$ cat config.mk
export PLATFORM = sky130hd
export DESIGN_NAME = peaks_readout_buffer
export DESIGN_NICKNAME = d
export VERILOG_FILES = /design/src/rtl/peaks_readout_buffer.sv
export SDC_FILE = /design/constraint.sdc
export NUM_CORES = 1
export LEC_CHECK = 0
export CAP_MARGIN = 40
export CORE_ASPECT_RATIO = 2
export CORE_MARGIN = 2
export CORE_UTILIZATION = 59
export DETAILED_ROUTE_END_ITERATION = 10
export PLACE_DENSITY = 0.89
export RECOVER_POWER = 25
export SLEW_MARGIN = 15
export SYNTH_ARGS = -nofsm -noshare
export SYNTH_HDL_FRONTEND = slang
export SYNTH_SLANG_ARGS = --single-unit
$ cat constraint.sdc
create_clock -name clk -period 4.38 [get_ports clk]
set_clock_uncertainty 0.05 [all_clocks]
set_input_delay 0.657 -clock clk [delete_from_list [all_inputs] [get_ports clk]]
set_output_delay 0.657 -clock clk [all_outputs]
set_load 0.1 [all_outputs]
$ cat src/rtl/peaks_readout_buffer.sv
// peaks_readout_buffer
//   Double-banked snapshot buffer between the peak finder and an 8-bit host bus.
//   Each valid peak frame is captured into a back bank. It is then published to a
//   host-visible front bank, unless the host has locked the front bank.
//   Frames that are overwritten in the back bank before they can be published
//   are counted in a saturating drop counter.
//
// Ports
//   clk, reset   : system clock, synchronous active-high reset
//   valid_in     : one-cycle strobe qualifying counter_in/freqs_in/amps_in
//   counter_in   : frame time counter
//   freqs_in     : peak i frequency at [i*FREQ_WIDTH +: FREQ_WIDTH]
//   amps_in      : peak i amplitude at [i*AMPL_WIDTH +: AMPL_WIDTH]
//   chipselect   : host access select
//   write        : host write strobe (only CTRL at T accepts writes)
//   address      : host byte address
//   writedata    : host write data
//   readdata     : registered read data, 1-cycle latency, holds when idle
//   frame_ready  : one-cycle pulse on each publish
//
// Handshake: valid_in has no ready. Every cycle with valid_in=1 delivers a
// frame, and the frame is always accepted into the back bank. The newest frame
// wins, and any unpublished older frame is dropped and counted.
//
// Host map (T = 2^ADDR_WIDTH-8)
//   0..                : front bank, each field zero-extended to whole bytes and
//                        stored big-endian (counter, then freqs, then amps)
//   T+0 CTRL           : bit0 lock (r/w), bit1 clear_drop (write-only)
//   T+1 STATUS         : {6'b0, pending, locked}
//   T+2 SEQ, T+3 DROP  : front sequence number, saturating drop count
//   T+4..T+7           : signature 2A 35 54 47
module peaks_readout_buffer #(
  parameter int PEAKS         = 6,
  parameter int FREQ_WIDTH    = 8,
  parameter int AMPL_WIDTH    = 24,
  parameter int COUNTER_WIDTH = 32,
  parameter int ADDR_WIDTH    = 8
) (
  input  logic                          clk,
  input  logic                          reset,
  input  logic                          valid_in,
  input  logic [COUNTER_WIDTH-1:0]      counter_in,
  input  logic [PEAKS*FREQ_WIDTH-1:0]   freqs_in,
  input  logic [PEAKS*AMPL_WIDTH-1:0]   amps_in,
  input  logic                          chipselect,
  input  logic                          write,
  input  logic [ADDR_WIDTH-1:0]         address,
  input  logic [7:0]                    writedata,
  output logic [7:0]                    readdata,
  output logic                          frame_ready
);

  localparam int CB        = (COUNTER_WIDTH + 7) / 8;
  localparam int FB        = (FREQ_WIDTH + 7) / 8;
  localparam int AB        = (AMPL_WIDTH + 7) / 8;
  localparam int MAP_BYTES = CB + PEAKS * FB + PEAKS * AB;
  localparam int CTRL_BASE = (1 << ADDR_WIDTH) - 8;
  localparam logic [ADDR_WIDTH-1:0] CTRL_ADDR = ADDR_WIDTH'(CTRL_BASE);

  // The front bank must not overlap the control region.
  if (MAP_BYTES > CTRL_BASE) begin : g_map_overflow
    $error("peaks_readout_buffer: front bank map (%0d bytes) overlaps control region at %0d",
           MAP_BYTES, CTRL_BASE);
  end

  // Banks
  logic [COUNTER_WIDTH-1:0]    back_counter, front_counter;
  logic [PEAKS*FREQ_WIDTH-1:0] back_freqs, front_freqs;
  logic [PEAKS*AMPL_WIDTH-1:0] back_amps, front_amps;

  // Control / status
  logic       pending;
  logic       locked;
  logic [7:0] seq;
  logic [7:0] drop;

  // Publish and drop decisions use register values from before the edge.
  // A lock write on the same edge therefore does not block this publish.
  logic publish;
  logic ctrl_write;
  logic clear_drop;
  logic drop_event;
  logic unused_wd_bits;

  assign publish        = pending && !locked;
  assign ctrl_write     = chipselect && write && (address == CTRL_ADDR);
  assign clear_drop     = ctrl_write && writedata[1];
  assign drop_event     = valid_in && pending && !publish;
  assign unused_wd_bits = ^writedata[7:2];

  // Byte image of the front bank
  logic [7:0]      img [MAP_BYTES];
  logic [CB*8-1:0] cnt_ext;
  logic [FB*8-1:0] f_ext;
  logic [AB*8-1:0] a_ext;

  always_comb begin
    cnt_ext = (CB*8)'(front_counter);
    f_ext   = '0;
    a_ext   = '0;
    for (int k = 0; k < MAP_BYTES; k++) img[k] = 8'h00;
    for (int j = 0; j < CB; j++) img[j] = cnt_ext[(CB-1-j)*8 +: 8];
    for (int i = 0; i < PEAKS; i++) begin
      f_ext = (FB*8)'(front_freqs[i*FREQ_WIDTH +: FREQ_WIDTH]);
      for (int j = 0; j < FB; j++) img[CB + i*FB + j] = f_ext[(FB-1-j)*8 +: 8];
      a_ext = (AB*8)'(front_amps[i*AMPL_WIDTH +: AMPL_WIDTH]);
      for (int j = 0; j < AB; j++) img[CB + PEAKS*FB + i*AB + j] = a_ext[(AB-1-j)*8 +: 8];
    end
  end

  // Read mux
  logic [7:0] rd_next;

  always_comb begin
    rd_next = 8'h00;
    if (address >= CTRL_ADDR) begin
      case (address[2:0])
        3'd0:    rd_next = {7'b0, locked};
        3'd1:    rd_next = {6'b0, pending, locked};
        3'd2:    rd_next = seq;
        3'd3:    rd_next = drop;
        3'd4:    rd_next = 8'h2A;
        3'd5:    rd_next = 8'h35;
        3'd6:    rd_next = 8'h54;
        default: rd_next = 8'h47;
      endcase
    end else begin
      for (int k = 0; k < MAP_BYTES; k++) begin
        if (address == ADDR_WIDTH'(k)) rd_next = img[k];
      end
    end
  end

  always_ff @(posedge clk) begin
    if (reset) begin
      back_counter  <= '0;
      back_freqs    <= '0;
      back_amps     <= '0;
      front_counter <= '0;
      front_freqs   <= '0;
      front_amps    <= '0;
      pending       <= 1'b0;
      locked        <= 1'b0;
      seq           <= 8'h00;
      drop          <= 8'h00;
      readdata      <= 8'h00;
      frame_ready   <= 1'b0;
    end else begin
      frame_ready <= publish;
      if (publish) begin
        front_counter <= back_counter;
        front_freqs   <= back_freqs;
        front_amps    <= back_amps;
        seq           <= seq + 8'd1;
      end
      if (valid_in) begin
        back_counter <= counter_in;
        back_freqs   <= freqs_in;
        back_amps    <= amps_in;
      end
      // A publish on the same edge as a new frame leaves pending set.
      pending <= valid_in || (pending && !publish);
      if (clear_drop) begin
        drop <= 8'h00;
      end else if (drop_event && (drop != 8'hFF)) begin
        drop <= drop + 8'd1;
      end
      if (ctrl_write) locked <= writedata[0];
      // Host writes leave readdata untouched.
      if (chipselect && !write) readdata <= rd_next;
    end
  end

endmodule
# After elaboration in Yosys (flattened, before gate mapping)
# Index checks and enable logic that the tools add are counted.
totals:
  ff_bits: 475
  latchBits: 0
  ram_bits: 0
  rom_bits: 0
  output_inout_bits: 9
  wordCells: 96
  mem_count: 0
classes:
  n_addsub: 2
  n_mul: 0
  div_mod_pow: 0
  magnitude_cmp: 1
  eq_ne: 35
  shift: 0
  muxes: 30
  bitwise_logic: 0
  n_reduce_logical: 16
ops:
  columns: ["cell", "n"]
  rows:
  - ["8-bit two-way mux", 29]
  - ["8-bit by 5-bit == test with 1-bit output, second input constant", 12]
  - ["8-bit by 4-bit == test with 1-bit output, second input constant", 8]
  - ["8-bit case mux with 7 select lines", 1]
  - ["8-bit by 3-bit == test with 1-bit output, second input constant", 4]
  - ["8-bit by 1-bit adder with 8-bit output, second input constant", 2]
  - ["8-bit by 2-bit == test with 1-bit output, second input constant", 2]
  - ["3-bit == test, second input constant", 3]
  - ["1-bit logical AND", 9]
  - ["8-bit by 1-bit == test with 1-bit output, second input constant", 1]
  - ["8-bit == test, second input constant", 1]
  - ["8-bit >= comparator, second input constant", 1]
  - ["8-bit logical NOT", 1]
  - ["8-bit != test, second input constant", 1]
  - ["3-bit by 2-bit == test with 1-bit output, second input constant", 2]
  - ["3-bit by 1-bit == test with 1-bit output, second input constant", 1]
  - ["1-bit logical NOT", 3]
  - ["3-bit logical NOT", 1]
  - ["2-bit OR reduction", 1]
  - ["1-bit logical OR", 1]

# Longest topological paths before layout
# Gate-level depths: netlist of the first run.
logic_depth:
  ltp_word: 30
  depth_mapped: 10
  ltp_nobuf: 7

# Worst setup path after synthesis of the first run
# Ideal clock, no wire load.
synth_timing:
  path_type: "input -> register"
  from: "input address[6]"
  to: "register readdata[4]"
  setup_time_ns: 0.122
  arrival_ns: 2.218
  required_ns: 4.208
  slack_ns: 1.990
  stages: 7
  n_path_buf: 1
  path_cell_list: "or4b_1 buf_2 or3_1 a211oi_1 a21oi_1 o211ai_1 o21ai_1"
synth_between:
  elab_chain_cells: 30
synth_rtl:
  columns: ["element", "line", "text"]
  rows:
  - ["start, declared", "47", "input logic [ADDR_WIDTH-1:0] address,"]
  - ["8-bit logical NOT", "129", "if (address == ADDR_WIDTH'(k)) rd_next = img[k];"]
  - ["8-bit two-way mux (28 in a row)", "129", null]
  - ["8-bit two-way mux *", "116", "if (address >= CTRL_ADDR) begin"]
  - ["end signal, assigned", "170", "if (chipselect && !write) readdata <= rd_next;"]
  - ["end, declared", "49", "output logic [7:0] readdata,"]
# Every way passes the cells marked *; elsewhere a longest branch is shown, timed or not.
# A chain may end at the register's enable or synchronous reset.

# Final worst setup path of the first run
layout_timing:
  from: "input valid_in"
  to: "register drop[7]"
layout_between:
  elab_chain_cells: 3
layout_rtl:
  columns: ["element", "line", "text"]
  rows:
  - ["start, declared", "41", "input logic valid_in,"]
  - ["1-bit logical AND (2 in a row)", "88", "assign drop_event = valid_in && pending && !publish;"]
  - ["1-bit logical AND", "165", "end else if (drop_event && (drop != 8'hFF)) begin"]
  - ["end signal, assigned", "166", "drop <= drop + 8'd1;"]
  - ["end, declared", "75", "logic [7:0] drop;"]
# No other way between the ends.

==> impl_metrics.env, run 1 <==
export IMPL_cts_tree="built"
export IMPL_clk_pin_slew_ns=0.06
export IMPL_placed_area_um2=22300
export IMPL_r2r_start="pending"
export IMPL_fp_coreArea_um2=32700
export IMPL_worstHoldEndpoint="front_amps[68]"
export IMPL_tns_ns=0
export IMPL_cts_made_buffers=41
export IMPL_fin_cells=2884
export IMPL_arrival_ns=3.91
export IMPL_synth_ff_type="dfxtp_1"
export IMPL_path_cells="clkbuf_2 -> o2111a_1 -> nand4_1 -> or3_1 -> a21oi_1"
export IMPL_first_iter_violations=1591
export IMPL_critical_path_class="in2reg"
export IMPL_rsz0062_at_grt="no"
export IMPL_postRouteAntennaNets=0
export IMPL_relSlewSlack=-0.823
export IMPL_ys_ff_latch=475
export IMPL_maxSlewViolCount=289
export IMPL_cts_setup_buffers=0
export IMPL_grt_pass1_vias=17400
export IMPL_final_area_um2=23600
export IMPL_finalHoldWorstSlack_ns=0.401
export IMPL_hpwl_um=44100
export IMPL_cts_root_buf="clkbuf_16"
export IMPL_syn_area_um2=19400
export IMPL_htreeDepth=2
export IMPL_rows=94
export IMPL_synth_top_area_frac=0.489
export IMPL_synth_nets=2513
export IMPL_tightest_slew_ns=2.73
export IMPL_remaining_drc_errors=0
export IMPL_grt_pass1_wl_um=96700
export IMPL_synth_area_leaders="dfxtp_1 49%, mux2i_1 13%, nand2_1 9.4%, a21oi_1 6.9%, nor2_1 5.1%"
export IMPL_finalCritPeriodShare=0.797
export IMPL_via_count=17400
export IMPL_slowest_delay_ns=1.89
export IMPL_endpoint_kind="register"
export IMPL_holdPathStages=2
export IMPL_grt_overflow=0
export IMPL_syn_avg_cell_area_um2=8.58
export IMPL_maxCapViolCount=4
export IMPL_violations="max-capacitance violations, max-slew violations"
export IMPL_r2r_slack_ns=1.14
export IMPL_finalSetupViolations=0
export IMPL_fp_dieW_um=132
export IMPL_ir_drop_v=0.000442
export IMPL_grt_usage=0.361
export IMPL_power_leakage_nw=9.05
export IMPL_rr_worst_depth=4
export IMPL_area_growth_pct=21.4
export IMPL_layout_nets=2667
export IMPL_async_reset_ff_frac=0
export IMPL_yosysWarnings=0
export IMPL_required_ns=4.80
export IMPL_yosysSeqAreaShare=0.489
export IMPL_postSynthCellCount=2266
export IMPL_drt_first_pass_iters=6
export IMPL_ys_types=74
export IMPL_worst_hold_startpoint="back_amps[68]"
export IMPL_hp_class="reg2reg"
export IMPL_clock_sinks=475
export IMPL_start_util=0.595
export IMPL_cts_buffer_depth=3
export IMPL_period_needed_ns=3.49
export IMPL_finalPower_mw=9.38
export IMPL_clock_fmax_mhz=286
export IMPL_critical_path_reg2reg_endpoint="cnt_ext[23]"
export IMPL_slowest_stage="clkbuf_2"
export IMPL_grt_antenna_before_repair=1
export IMPL_gp_congestion=1.01
export IMPL_dieArea_um2=34500
export IMPL_synth_edf_count=0
export IMPL_hold_viol_final=0
export IMPL_wirelength_um=63600
export IMPL_port_buffers=247
export IMPL_avgRoutedWirePerCell_um=22.1
export IMPL_postCtsResizedCells=0
export IMPL_cts_hold_buf=0
export IMPL_die_h_um=261
export IMPL_crit_fanout=77
export IMPL_drive_gt1_frac=0.0571
export IMPL_grt_max_degree=234
export IMPL_synth_largest_area_cell="dfxtp_1"
export IMPL_crit_path_start_kind="input port"
export IMPL_crit_path_start="valid_in"
export IMPL_powerDensity_nw_per_um2=397
export IMPL_worstSkewPairLatency_ns=0.55
export IMPL_num_io_pins=254
export IMPL_routed_via_density=6.02
export IMPL_outcome="finished, violations left"
export IMPL_dp_cells=2809
-- logic make-up (layout without fill, tap and decap cells) --
group,Yosys count,in the layout,share of synthesized area
XOR/XNOR,13,13,0.00585
flip-flops,475,475,0.489
AO/OA/AOI/OAI,458,458,0.139
buffers and inverters,185,369,0.0376
AND/OR/NAND/NOR,859,859,0.181
multiplexers,274,274,0.146
other,0,2,0
adder cells (fa/ha/maj),2,2,0.00129
-- placed cells by master (no fill, tap or decap), drive strengths merged, types with 5 or more instances in the layout --
cell and count:
nand2 488, dfxtp 475, a21oi 269, nor2 266
mux2i 252, clkdlybuf4s50 242, clkbuf 68, buf 43
o21ai 40, o22ai 23, nand3 19, mux2 16
a211oi 16, a31oi 14, nor3 14, nor2b 13
o211ai 10, nand2b 9, nand4 9, xor2 9
a21o 9, o221ai 9, inv 7, and3 6
mux4 6, a22oi 6, nor4 6, and2 5
o21a 5, o32ai 5, o31ai 5
-- per-stage QoR --
step	util	worst slack, ns
2_1_floorplan	-	1.99
3_3_place_gp	0.676	1.08
3_5_place_dp	0.682	1.01
4_1_cts	0.724	1.56
5_1_grt	0.722	0.727
6_report	0.722	0.889
-- routing by layer --
| layer | GRT usage | vias to the layer above | routed length, um |
|---|---|---|---|
| met3 | 0.0474 | 253 | 3200 |
| met1 | 0.371 | 8265 | 21400 |
| met2 | 0.661 | 770 | 33500 |
| li1 | - | 8064 | - |
| met5 | 0 | - | 0 |
| met4 | 0.273 | 0 | 5510 |
-- worst max path at each step --
stage	end	slack (ns)	depth (start not counted)
2_1_floorplan	readdata[4]	1.99	7
3_3_place_gp	readdata[6]	1.08	8
3_5_place_dp	readdata[3]	1.01	7
5_1_grt	drop[5]	0.73	5
4_1_cts	readdata[3]	1.56	7
6_report	drop[7]	0.89	5
-- worst max-delay path: cells and delay by family --
kind / cells / cell delay [ns]
buf+inv: 1 / 1.89
compound gates: 2 / 0.71
simple gates: 2 / 0.61
-- flip-flops by register name (all words and copies together), names as in the netlist --
register,count
readdata,8
drop,8
frame_ready,1
cnt_ext,32
locked,1
front_amps,144
pending,1
front_freqs,48
back_counter,32
back_amps,144
seq,8
back_freqs,48
-- synth_stat cells (6+ instances only) --
library cell  instances
clkbuf_1            120
mux4_2                6
o221ai_1              9
buf_1                33
nor2b_1              13
a22oi_1               6
a21o_1                9
nor2_1              264
nand4_1               9
a211oi_1             16
o211ai_1             10
nand2b_1              9
mux2i_1             252
nand3_1              19
o21ai_0              39
nor3_1               13
a31oi_1              14
o22ai_1              23
xor2_1                9
buf_2                23
and3_1                6
dfxtp_1             475
mux2_2               16
a21oi_1             269
nand2_1             488
-- cell type report --
class,count,area [um2]
Antenna cell,2,5.00
Clock buffer,64,1220
Clock inverter,9,133
Fill cell,2396,9090
Inverter,7,26.3
Multi-Input combinational cell,1606,9210
Sequential cell,475,9510
Tap cell,432,541
Timing Repair Buffer,289,2960
-- where the power goes --
part / internal (mW) / switching (mW)
combinational: 0.461 / 0.563
sequential: 4.50 / 0.122
clock: 2.11 / 1.63
total: 7.07 / 2.31
Note: power is estimated with default switching activity, not from simulation.
==> inputs of run 2 (changes only) <==
--- a/config.mk
+++ b/config.mk
@@ -8,9 +8,9 @@
 export CAP_MARGIN = 40
 export CORE_ASPECT_RATIO = 2
 export CORE_MARGIN = 2
-export CORE_UTILIZATION = 59
+export CORE_UTILIZATION = 55
 export DETAILED_ROUTE_END_ITERATION = 10
-export PLACE_DENSITY = 0.89
+export PLACE_DENSITY = 0.84
 export RECOVER_POWER = 25
 export SLEW_MARGIN = 15
 export SYNTH_ARGS = -nofsm -noshare
==> constraint.sdc (replaced) <==
create_clock -name clk -period 3.5 [get_ports clk]
set_clock_uncertainty 0.05 [all_clocks]
set_input_delay 0.525 -clock clk [delete_from_list [all_inputs] [get_ports clk]]
set_output_delay 0.525 -clock clk [all_outputs]
set_load 0.1 [all_outputs]
==> run 2 against run 1 <==
  * The flow still finishes with violations (max-capacitance violations, max-slew violations)
  * Critical path depth did not move
  * Sequential share of layout area down 0.52 points
  * Routed wire length is 2.3% lower
  * Via count fell by 1.5%
  * Clock power rose by 27%
  * Final area increased by 1.3%
  * Register-to-register slack better by 0.14 ns
  * Sequential power rose by 25%
  * Critical path type unchanged
  * Largest cell class unchanged
  * Largest power group unchanged
==> impl_metrics.env, run 2 (synthesis results as in run 1) <==
export IMPL_outcome="finished, violations left"
export IMPL_violations="max-capacitance violations, max-slew violations"
export IMPL_internal_power_mw=8.93
export IMPL_grt_max_degree=224
export IMPL_dieArea_um2=37000
export IMPL_tns_ns=0
export IMPL_slowest_stage="clkbuf_2"
export IMPL_final_common_cell="nand2_1"
export IMPL_final_area_um2=23900
export IMPL_hpwl_um=44600
export IMPL_grt_antenna_before_repair=1
export IMPL_switching_share=0.243
export IMPL_seq_power_share=0.490
export IMPL_fp_coreArea_um2=35000
export IMPL_layout_nets=2703
export IMPL_grt_overflow=0
export IMPL_cts_root_buf="clkbuf_16"
export IMPL_avgRoutedWirePerCell_um=21.2
export IMPL_drive_gt1_frac=0.0728
export IMPL_holdPathStages=2
export IMPL_hp_class="in2reg"
export IMPL_port_buffers=247
export IMPL_start_util=0.556
export IMPL_powerDensity_nw_per_um2=494
export IMPL_crit_path_start_kind="input port"
export IMPL_crit_fanout=59
export IMPL_grt_usage=0.331
export IMPL_top_layer_used="met5"
export IMPL_maxSlewViolCount=58
export IMPL_slowest_delay_ns=1.46
export IMPL_cts_setup_buffers=0
export IMPL_placed_area_um2=22500
export IMPL_cpLargestDelayFamily="buffers and inverters"
export IMPL_hold_viol_final=0
export IMPL_drt_first_pass_iters=5
export IMPL_power_leakage_nw=9.24
export IMPL_grt_pass1_vias=17100
export IMPL_rr_worst_depth=6
export IMPL_postRouteAntennaNets=0
export IMPL_finalSetupViolations=0
export IMPL_htreeDepth=2
export IMPL_clock_sinks=475
export IMPL_required_ns=3.93
export IMPL_wl_met2_um=33100
export IMPL_num_io_pins=254
export IMPL_rsz0062_at_grt="no"
export IMPL_wl_met3_um=2570
export IMPL_power_frac_comb=0.108
export IMPL_antenna_cells=0
export IMPL_clk_pin_slew_ns=0.06
export IMPL_period_needed_ns=2.82
export IMPL_path_cells="clkbuf_2 -> o2111a_1 -> nand4_1 -> or3_1 -> a21oi_1"
export IMPL_die_h_um=270
export IMPL_first_iter_violations=1317
export IMPL_endpoint_kind="register"
export IMPL_grt_pass1_wl_um=93800
export IMPL_cts_made_buffers=42
export IMPL_remaining_drc_errors=0
export IMPL_relSlewSlack=-0.398
export IMPL_wirelength_um=62200
export IMPL_path_depth=5
export IMPL_clkPwrFrac=0.402
export IMPL_critical_path_class="in2reg"
export IMPL_clock_fmax_mhz=355
export IMPL_ir_drop_v=0.000461
export IMPL_drt_met1_wl_um=21200
export IMPL_fillers=2789
export IMPL_tightest_slew_ns=2.10
export IMPL_arrival_ns=3.25
export IMPL_fp_dieW_um=137
export IMPL_area_growth_pct=23.0
export IMPL_postCtsResizedCells=0
export IMPL_via_count=17100
export IMPL_finalCritPeriodShare=0.806
export IMPL_top_regs="back_amps (144), front_amps (144)"
export IMPL_rows=97
export IMPL_cts_buffer_depth=3
export IMPL_cts_hold_buf=0
export IMPL_maxCapViolCount=1
export IMPL_cp_num_buf_inv=1
export IMPL_routed_via_density=5.84
export IMPL_gp_congestion=0.909
export IMPL_switching_power_mw=2.87
export IMPL_worstSkewPairLatency_ns=0.56
export IMPL_cts_tree="built"
export IMPL_mostFrequentLayoutCells="488 x nand2_1, 475 x dfxtp_1, 269 x a21oi_1"
run 2: cell types whose count changed in the layout (fill, tap and decap cells not counted), sizes merged:
cell	delta
buf	+36
clkdlybuf4s50	-3
clkbuf	+2
clkinv	+2
diode	-2
bufinv	-1
inv	-1
run 2: power by group through the flow:
stage / sequential, mW / clock [mW] / combinational, mW
floorplan: 5.87 / 0 / 0.683
global placement: 5.89 / 0 / 1.22
detailed placement: 5.90 / 0 / 1.26
CTS: 5.78 / 4.77 / 1.27
global route: 5.80 / 4.99 / 1.37
finish: 5.79 / 4.74 / 1.28
run 2: layer usage:
| metal | vias up | GRT usage |
|---|---|---|
| met4 | 2 | 0.240 |
| met2 | 605 | 0.600 |
| met1 | 8161 | 0.344 |
| li1 | 8118 | - |
| met5 | - | 0 |
| met3 | 213 | 0.0347 |
run 2: cell type report:
type	count	area (um2)	share of cell area
sequential	475	9510	0.398
multi-input combinational	1606	9220	0.386
timing repair buffer	324	3190	0.134
clock buffer	64	1300	0.0543
tap	445	557	0.0233
clock inverter	9	110	0.00460
inverter	7	26.3	0.00110
run 2: worst paths after layout:
kind	slack, ns	end	start
min	0.31	back_amps[92]	reset
max	0.68	drop[7]	valid_in
max reg2reg	1.28	readdata[3]	front_freqs[3]
min reg2reg	0.40	front_amps[112]	back_amps[112]
run 2: through the flow:
stage	cells	total power [mW]	setup WS [ns]	hold slack (ns)	utilization
floorplan	2266	6.55	1.24	0.381	-
global placement	2850	7.11	0.278	0.389	0.641
detailed placement	2857	7.16	0.216	0.394	0.645
CTS	2930	11.8	0.772	0.324	0.685
global route	2930	12.2	0.450	0.352	0.684
finish	2930	11.8	0.680	0.308	0.684
==> inputs of run 3 (changes only) <==
--- a/config.mk
+++ b/config.mk
@@ -8,9 +8,9 @@
 export CAP_MARGIN = 40
 export CORE_ASPECT_RATIO = 2
 export CORE_MARGIN = 2
-export CORE_UTILIZATION = 55
+export CORE_UTILIZATION = 50
 export DETAILED_ROUTE_END_ITERATION = 10
-export PLACE_DENSITY = 0.84
+export PLACE_DENSITY = 0.8
 export RECOVER_POWER = 25
 export SLEW_MARGIN = 15
 export SYNTH_ARGS = -nofsm -noshare
==> constraint.sdc (replaced) <==
create_clock -name clk -period 2.4 [get_ports clk]
set_clock_uncertainty 0.05 [all_clocks]
set_input_delay 0.36 -clock clk [delete_from_list [all_inputs] [get_ports clk]]
set_output_delay 0.36 -clock clk [all_outputs]
set_load 0.1 [all_outputs]
==> run 3 against run 2 <==
  * The flow still finishes with violations (max-capacitance violations, max-slew violations)
  * Global-route usage decreased by 1.8 points
  * Largest cell class unchanged
  * Worst setup slack got worse by 0.55 ns
  * Sequential power grew 46%
  * Hold slack got worse by 0.21 ns
  * Largest power group unchanged
  * Critical path depth fell by 1
  * Via count grew 0.27%
==> impl_metrics.env, run 3 (synthesis results as in run 1) <==
export IMPL_worstSkewPairLatency_ns=0.55
export IMPL_wl_met2_um=35000
export IMPL_clk_pin_slew_ns=0.07
export IMPL_cts_hold_buf=0
export IMPL_finalPower_mw=16.9
export IMPL_grt_overflow=0
export IMPL_fin_cells=3074
export IMPL_num_io_pins=254
export IMPL_hp_class="in2reg"
export IMPL_gp_congestion=0.952
export IMPL_critical_path_class="in2reg"
export IMPL_setup_slack_ns=0.132
export IMPL_area_growth_pct=25.5
export IMPL_finalSetupViolations=0
export IMPL_arrival_ns=2.66
export IMPL_final_common_cell="nand2_1"
export IMPL_postRouteAntennaNets=0
export IMPL_required_ns=2.79
export IMPL_dieArea_um2=40600
export IMPL_drt_first_pass_iters=5
export IMPL_routed_via_density=5.58
export IMPL_dp_slack_ns=-0.456
export IMPL_top_layer_used="met4"
export IMPL_layout_nets=2775
export IMPL_rows=102
export IMPL_critical_path_reg2reg_endpoint="readdata[6]"
export IMPL_drt_met1_wl_um=23000
export IMPL_placed_area_um2=23200
export IMPL_via_count=17100
export IMPL_path_cells="buf_8 -> clkbuf_2 -> o22ai_1 -> a31o_2"
export IMPL_relSlewSlack=-0.334
export IMPL_outcome="finished, violations left"
export IMPL_drive_gt1_frac=0.102
export IMPL_cts_setup_buffers=0
export IMPL_crit_path_start="reset"
export IMPL_start_util=0.505
export IMPL_maxCapViolCount=1
export IMPL_hpwl_um=48400
export IMPL_die_h_um=283
export IMPL_hold_viol_final=0
export IMPL_violations="max-capacitance violations, max-slew violations"
export IMPL_cts_made_buffers=40
export IMPL_r2r_slack_ns=0.24
export IMPL_rr_worst_depth=6
export IMPL_cts_tree="built"
export IMPL_htreeDepth=2
export IMPL_power_leakage_nw=9.55
export IMPL_remaining_drc_errors=0
export IMPL_cp_endpoint="readdata[1]"
export IMPL_final_area_um2=24400
export IMPL_fillers=3313
export IMPL_finalCritPeriodShare=0.945
export IMPL_slowest_stage="clkbuf_2"
export IMPL_first_iter_violations=1129
export IMPL_maxSlewViolCount=97
export IMPL_finalHoldWorstSlack_ns=0.0959
export IMPL_rsz0062_at_grt="no"
export IMPL_tightest_slew_ns=2.00
export IMPL_avgRoutedWirePerCell_um=21.0
export IMPL_crit_fanout=96
export IMPL_wirelength_um=64600
export IMPL_grt_max_degree=192
export IMPL_top_regs="back_amps (144), front_amps (144)"
export IMPL_fp_dieW_um=143
export IMPL_grt_pass1_wl_um=97600
export IMPL_r2r_start="front_freqs[6]"
export IMPL_slowest_delay_ns=1.47
export IMPL_dp_cells=3006
export IMPL_period_needed_ns=2.27
export IMPL_grt_antenna_before_repair=2
export IMPL_grt_usage=0.314
export IMPL_postCtsResizedCells=0
export IMPL_wl_met3_um=2130
export IMPL_mostFrequentLayoutCells="488 x nand2_1, 475 x dfxtp_1, 269 x a21oi_1"
export IMPL_ir_drop_v=0.000859
export IMPL_crit_path_start_kind="input port"
export IMPL_fp_coreArea_um2=38500
export IMPL_clock_sinks=475
export IMPL_port_buffers=247
export IMPL_cts_root_buf="clkbuf_16"
export IMPL_grt_pass1_vias=17200
export IMPL_clock_fmax_mhz=441
export IMPL_cts_buffer_depth=3
export IMPL_powerDensity_nw_per_um2=692
export IMPL_endpoint_kind="register"
## run 3: changes by cell type in the layout (fill, tap and decap cells not counted), moves of 3 or more
| cell | previous run | this run |
|---|---|---|
| buf_4 | 62 | 147 |
| clkbuf_1 | 13 | 7 |
| clkdlybuf4s50_1 | 239 | 233 |
| buf_8 | 6 | 1 |
| clkbuf_8 | 10 | 5 |
| buf_12 | 8 | 12 |
| clkbuf_16 | 45 | 41 |
| clkinv_2 | 3 | 7 |
| clkbuf_4 | 0 | 3 |
## run 3: final cells by class
| class | count | area [um2] | share of cell area |
|---|---|---|---|
| Sequential cell | 475 | 9510 | 0.390 |
| Multi-Input combinational cell | 1606 | 9220 | 0.378 |
| Timing Repair Buffer | 398 | 3720 | 0.153 |
| Clock buffer | 53 | 1120 | 0.0459 |
| Tap cell | 520 | 651 | 0.0267 |
| Clock inverter | 13 | 150 | 0.00615 |
| Inverter | 7 | 26.3 | 0.00108 |
| Antenna cell | 2 | 5.00 | 0.000205 |
## run 3: worst max-delay path, delay by kind of cell
kind            cells  cell delay, ns
buf+inv             2            1.71
compound gates      2            0.55
## run 3: power by group
| part | internal (mW) | total, mW | switching, mW |
|---|---|---|---|
| Sequential | 8.21 | 8.45 | 0.234 |
| Clock | 3.61 | 6.52 | 2.92 |
| Combinational | 0.914 | 1.93 | 1.01 |
| Total | 12.7 | 16.9 | 4.16 |
## run 3: worst min path at each step
| stage | startpoint | end | slack [ns] | cells past startpoint |
|---|---|---|---|---|
| global route | reset | back_amps[88] | 0.10 | 2 |
| global placement | front_amps[133] | front_amps[133] | 0.39 | 2 |
| finish | reset | back_amps[88] | 0.1 | 2 |
| floorplan | back_counter[0] | cnt_ext[0] | 0.38 | 2 |
| detailed placement | back_amps[37] | front_amps[37] | 0.40 | 2 |
| CTS | reset | front_amps[82] | 0.1 | 2 |
## run 3: per-layer routing
layer  track usage  vias up
met5             0        -
met3        0.0242      180
met4         0.188        0
met2         0.587      520
li1              -     8259
met1         0.333     8187
## run 3: metrics by stage
stage           util  TNS [ns]
3_3_place_gp   0.601     -3.25
2_1_floorplan      -         0
5_1_grt        0.633         0
4_1_cts        0.634         0
6_report       0.633         0
3_5_place_dp   0.601     -4.10
